==> config.mk <==
export PLATFORM = sky130hd
export DESIGN_NAME = restoring_divider
export DESIGN_NICKNAME = d
export VERILOG_FILES = /design/src/rtl/restoring_divider.sv
export SDC_FILE = /design/constraint.sdc
export NUM_CORES = 1
export LEC_CHECK = 0
export CAP_MARGIN = 20
export CORE_MARGIN = 4
export CORE_UTILIZATION = 25
export DETAILED_ROUTE_END_ITERATION = 16
export PLACE_DENSITY = 0.52
export SETUP_SLACK_MARGIN = 0.4
export SLEW_MARGIN = 20
export SYNTH_ARGS = -nofsm -noshare
export SYNTH_HDL_FRONTEND = slang
export SYNTH_SLANG_ARGS = --single-unit
export TNS_END_PERCENT = 10
==> constraint.sdc <==
create_clock -name clk -period 6.7 [get_ports clk]
set_input_delay 1.675 -clock clk [delete_from_list [all_inputs] [get_ports clk]]
set_output_delay 1.675 -clock clk [all_outputs]
set_load 0.1 [all_outputs]
==> src/rtl/restoring_divider.sv <==
// Restoring divider: one quotient bit per cycle, WIDTH iterations per operation.
// Optional two's-complement support when DIV_SIGNED_EN is defined (adds the Signed port).
module restoring_divider #(
  parameter int unsigned WIDTH = 32
) (
  input  logic             clk,
  input  logic             rst_n,
  input  logic             start,
`ifdef DIV_SIGNED_EN
  input  logic             Signed,
`endif
  input  logic [WIDTH-1:0] Dividend,
  input  logic [WIDTH-1:0] Divisor,
  output logic             busy,
  output logic             done,
  output logic [WIDTH-1:0] Quotient,
  output logic [WIDTH-1:0] Remainder,
  output logic             DivByZero
);

  localparam int unsigned CW = $clog2(WIDTH);

  localparam logic [1:0] IDLE = 2'd0;
  localparam logic [1:0] RUN  = 2'd1;
  localparam logic [1:0] FIN  = 2'd2;

  logic [1:0]       state_q, state_d;
  logic [CW-1:0]    cnt_q, cnt_d;
  logic [WIDTH-1:0] dvsr_q, dvsr_d;
  logic [WIDTH-1:0] rem_q, rem_d;
  logic [WIDTH-1:0] quot_q, quot_d;
  logic             zero_q, zero_d;
  logic             busy_d, done_d, dbz_d;
  logic [WIDTH-1:0] quotient_d, remainder_d;

  logic [WIDTH-1:0] a_mag, b_mag;
  logic [WIDTH-1:0] q_fin, r_fin;
  logic [WIDTH:0]   shifted, trial;
  logic [WIDTH-1:0] quot_nx, rem_nx;

`ifdef DIV_SIGNED_EN
  logic qneg_q, qneg_d, rneg_q, rneg_d;
  logic a_neg, b_neg;

  // Operand magnitudes and result sign selection for two's-complement mode
  assign a_neg = Signed & Dividend[WIDTH-1];
  assign b_neg = Signed & Divisor[WIDTH-1];
  assign a_mag = a_neg ? (WIDTH'(0) - Dividend) : Dividend;
  assign b_mag = b_neg ? (WIDTH'(0) - Divisor) : Divisor;
  assign q_fin = qneg_q ? (WIDTH'(0) - quot_nx) : quot_nx;
  assign r_fin = rneg_q ? (WIDTH'(0) - rem_nx) : rem_nx;
`else
  assign a_mag = Dividend;
  assign b_mag = Divisor;
  assign q_fin = quot_nx;
  assign r_fin = rem_nx;
`endif

  // One restoring step: shift {rem,quot} left, trial-subtract, restore on borrow
  assign shifted = {rem_q, quot_q[WIDTH-1]};
  assign trial   = shifted - {1'b0, dvsr_q};
  assign quot_nx = {quot_q[WIDTH-2:0], ~trial[WIDTH]};
  assign rem_nx  = trial[WIDTH] ? shifted[WIDTH-1:0] : trial[WIDTH-1:0];

  // Next-state and next-output logic
  always_comb begin
    state_d     = state_q;
    cnt_d       = cnt_q;
    dvsr_d      = dvsr_q;
    rem_d       = rem_q;
    quot_d      = quot_q;
    zero_d      = zero_q;
    busy_d      = busy;
    done_d      = 1'b0;
    dbz_d       = DivByZero;
    quotient_d  = Quotient;
    remainder_d = Remainder;
`ifdef DIV_SIGNED_EN
    qneg_d      = qneg_q;
    rneg_d      = rneg_q;
`endif
    case (state_q)
      IDLE, FIN: begin
        busy_d  = 1'b0;
        state_d = IDLE;
        if (start) begin
          state_d = RUN;
          busy_d  = 1'b1;
          cnt_d   = '0;
          rem_d   = '0;
          zero_d  = (Divisor == '0);
          dvsr_d  = b_mag;
          // A zero divisor keeps the raw dividend so it can be returned as remainder
          quot_d  = (Divisor == '0) ? Dividend : a_mag;
`ifdef DIV_SIGNED_EN
          qneg_d  = a_neg ^ b_neg;
          rneg_d  = a_neg;
`endif
        end
      end
      RUN: begin
        if (zero_q) begin
          state_d     = FIN;
          busy_d      = 1'b0;
          done_d      = 1'b1;
          dbz_d       = 1'b1;
          quotient_d  = '1;
          remainder_d = quot_q;
        end else begin
          quot_d = quot_nx;
          rem_d  = rem_nx;
          cnt_d  = cnt_q + CW'(1);
          if (cnt_q == CW'(WIDTH - 1)) begin
            state_d     = FIN;
            busy_d      = 1'b0;
            done_d      = 1'b1;
            dbz_d       = 1'b0;
            quotient_d  = q_fin;
            remainder_d = r_fin;
          end
        end
      end
      default: begin
        state_d = IDLE;
        busy_d  = 1'b0;
      end
    endcase
  end

  // State, datapath and output registers
  always_ff @(posedge clk or negedge rst_n) begin
    if (!rst_n) begin
      state_q   <= IDLE;
      cnt_q     <= '0;
      dvsr_q    <= '0;
      rem_q     <= '0;
      quot_q    <= '0;
      zero_q    <= 1'b0;
      busy      <= 1'b0;
      done      <= 1'b0;
      DivByZero <= 1'b0;
      Quotient  <= '0;
      Remainder <= '0;
`ifdef DIV_SIGNED_EN
      qneg_q    <= 1'b0;
      rneg_q    <= 1'b0;
`endif
    end else begin
      state_q   <= state_d;
      cnt_q     <= cnt_d;
      dvsr_q    <= dvsr_d;
      rem_q     <= rem_d;
      quot_q    <= quot_d;
      zero_q    <= zero_d;
      busy      <= busy_d;
      done      <= done_d;
      DivByZero <= dbz_d;
      Quotient  <= quotient_d;
      Remainder <= remainder_d;
`ifdef DIV_SIGNED_EN
      qneg_q    <= qneg_d;
      rneg_q    <= rneg_d;
`endif
    end
  end

endmodule

==> flow_summary.json <==
{
  "status": "finished, final reports clean",
  "multi_input_area_um2": 5120,
  "seq_area_um2": 4280,
  "cts_tree": "done",
  "drt_wl_total_um": 33000,
  "hpwlAfterDp_um": 24200,
  "hold_end": "Quotient[9]",
  "post-route-min-period_ps": 4290,
  "min_period_over_period": 0.641,
  "die_h_um": 206,
  "crit_arrival_ps": 4650,
  "fp-row-count": 72,
  "cts_buffer_depth": 2,
  "busiest_layer": "met2",
  "nets": 1340,
  "clk_pin_slew_ps": 70,
  "cts_made_buffers": 17,
  "die-area_um2": 42600,
  "io_buffer_count": 133,
  "cp-start-kind": "register",
  "postCtsSetupBuffers": 0,
  "die_x_um": 206,
  "ctsResizeCount": 0,
  "cts_root_buffer": "clkbuf_16",
  "netlist_instances": 1147,
  "seq_area_frac_synth": 0.435,
  "synth_edf_count": 0,
  "grt_max_degree": 67,
  "finalSetupViolations": 0,
  "hold_viol": 0,
  "place_ws_ps": 2450,
  "fmax_mhz": 233,
  "drive_gt1_frac": 0.0608,
  "slew_viol_final": 0,
  "cp.required_ps": 7060,
  "use_met3": 0.0228,
  "gp_congestion": 0.846,
  "grt.overflow.total": 0,
  "drt-wirelength-per-cell_um": 18.6,
  "areaGrowthSynthToFinish_pct": 24.9,
  "syn_area_per_cell_um2": 8.58,
  "worst_r2r_startpoint": "quot_q[31]",
  "worst_slack_ps": 2410,
  "synth_top_flop_cell": "dfrtp_1",
  "cts_sinks": 171,
  "drc_errors": 0,
  "drv_cap": 0,
  "tightestPinTransition_ps": 1080,
  "async_reset_ff_frac": 1.00,
  "dr.pass1.iters": 5,
  "drtAntennaViolNets": 0,
  "grt_usage": 0.154,
  "ys_types": 66,
  "fin_tns_setup_ps": 0,
  "antenna_cells": 0,
  "clock_latency_ps": 450,
  "grt_pass1_vias": 8795,
  "initial_core_util": 0.254,
  "ys_seq_elements": 171,
  "fin_skew_ps": 8.97,
  "rsz0062_at_grt": "false",
  "cp-startpoint": "quot_q[31]",
  "ios": 134,
  "worst-setup-path-type": "reg2reg",
  "grtUsageMet2": 0.272,
  "dr_total_vias": 8824,
  "worstSetupEndpointType": "register",
  "min_path_type": "reg2reg",
  "drt_iter0_drc": 595,
  "grt_pass1_wl_um": 51200,
  "crit_fanout": 35,
  "synthesis.area_um2": 9850,
  "coreArea_um2": 38800,
  "reg2reg_slack_ps": 2410,
  "slew_headroom": 0.278,
  "ctsHoldBuffers": 0,
  "antenna_found_initial": 0,
  "reg2reg_to": "Remainder[24]",
  "use_met1": 0.197,
  "reg2reg_depth": 14,
  "holdPathStages": 2,
  "nFillCells": 4076,
  "syn_nets": 1249,
  "viasPerCell": 4.99,
  "htreeDepth": 4,
  "yosysWarnings": 0,
  "hp-start": "Quotient[9]"
}
critical path: stages, from the launching register on:
cell and delay (ps):
dfrtp_1 400, inv_1 110, ha_1 210, inv_1 70, fa_1 220, a211oi_1 90, o21a_2 260, a2111oi_4 440
o21bai_2 170, a311oi_4 720, o31a_1 600, or2_1 210, buf_4 360, nand2_1 130, a31oi_1 200
per-layer routing:
metal,share of wire,vias to the layer above
met5,0,-
met4,0.018,0
met3,0.034,31
met2,0.51,185
met1,0.43,4315
li1,-,4293
cell usage after synthesis, drive strengths merged, types with 2 or more instances:
library cell | n | share of area
a2111oi | 5 | 0.0076
a211oi | 15 | 0.011
a21o | 19 | 0.014
a21oi | 75 | 0.039
a221o | 2 | 0.0020
a221oi | 10 | 0.0089
a22oi | 9 | 0.0069
a31o | 3 | 0.0027
a31oi | 18 | 0.011
a32o | 2 | 0.0020
a32oi | 9 | 0.0080
and2 | 6 | 0.0038
and3 | 6 | 0.0038
buf | 9 | 0.0071
clkbuf | 67 | 0.026
dfrtp | 171 | 0.43
ha | 34 | 0.043
inv | 42 | 0.016
mux2i | 34 | 0.035
nand2 | 203 | 0.077
nand2b | 9 | 0.0057
nand3 | 68 | 0.035
nand4 | 6 | 0.0038
nor2 | 36 | 0.014
nor2b | 2 | 0.0013
nor3 | 13 | 0.0066
nor4 | 11 | 0.0076
o211ai | 6 | 0.0046
o21a | 4 | 0.0032
o21ai | 159 | 0.081
o21bai | 8 | 0.0065
o221ai | 4 | 0.0036
o22ai | 9 | 0.0057
o31a | 2 | 0.0018
o31ai | 6 | 0.0046
or2 | 8 | 0.0051
or3 | 12 | 0.0076
xnor2 | 21 | 0.019
xor2 | 9 | 0.0080
cells by family after synthesis:
logic type | synth area share
buf+inv | 0.0491
compound gates | 0.236
xor+xnor | 0.0267
mux | 0.0346
simple gates | 0.174
fa+ha+maj | 0.0452
flops | 0.435
metrics by stage:
stage	instance area, um2	cells	util	hold slack [ps]
after global placement	11600	1736	0.300	469
after floorplan	9850	1147	-	452
final	12300	1768	0.317	495
after CTS	12300	1767	0.316	494
after global routing	12300	1768	0.317	514
after detailed placement	11600	1736	0.300	475
placed cells by master (no fill, tap or decap), drive strengths merged, types with 19 or more instances in the layout:
cell type      count
a21o              19
dfrtp            171
nand3             68
o21ai            159
mux2i             34
nand2            203
ha                34
inv               48
xnor2             21
clkdlybuf4s50    132
nor2              36
a21oi             75
flip-flops by register name, indices dropped and copies added (netlist names):
signal and flops:
DivByZero 1, Quotient 32, Remainder 32, busy 1
cnt_q 5, done 1, dvsr_q 32, quot_q 32
rem_q 32, state_q 2, zero_q 1
worst max path at each step:
stage / slack (ps) / cells past startpoint / endpoint
after floorplan: 3410 / 16 / Remainder[19]
after global placement: 2530 / 14 / Remainder[7]
after detailed placement: 2450 / 14 / Remainder[7]
after CTS: 2430 / 14 / Remainder[7]
after global routing: 2050 / 14 / Remainder[24]
final: 2410 / 14 / Remainder[24]
area by class of cell:
| class | instances | area share |
|---|---|---|
| Multi-Input combinational cell | 857 | 0.417 |
| Sequential cell | 171 | 0.348 |
| Timing Repair Buffer | 148 | 0.119 |
| Tap cell | 518 | 0.0527 |
| Clock buffer | 18 | 0.0357 |
| Clock inverter | 13 | 0.0148 |
| Inverter | 43 | 0.0131 |
Power is not shown: default switching activity piles up to over one toggle a cycle in this logic, so the estimate is an artifact.
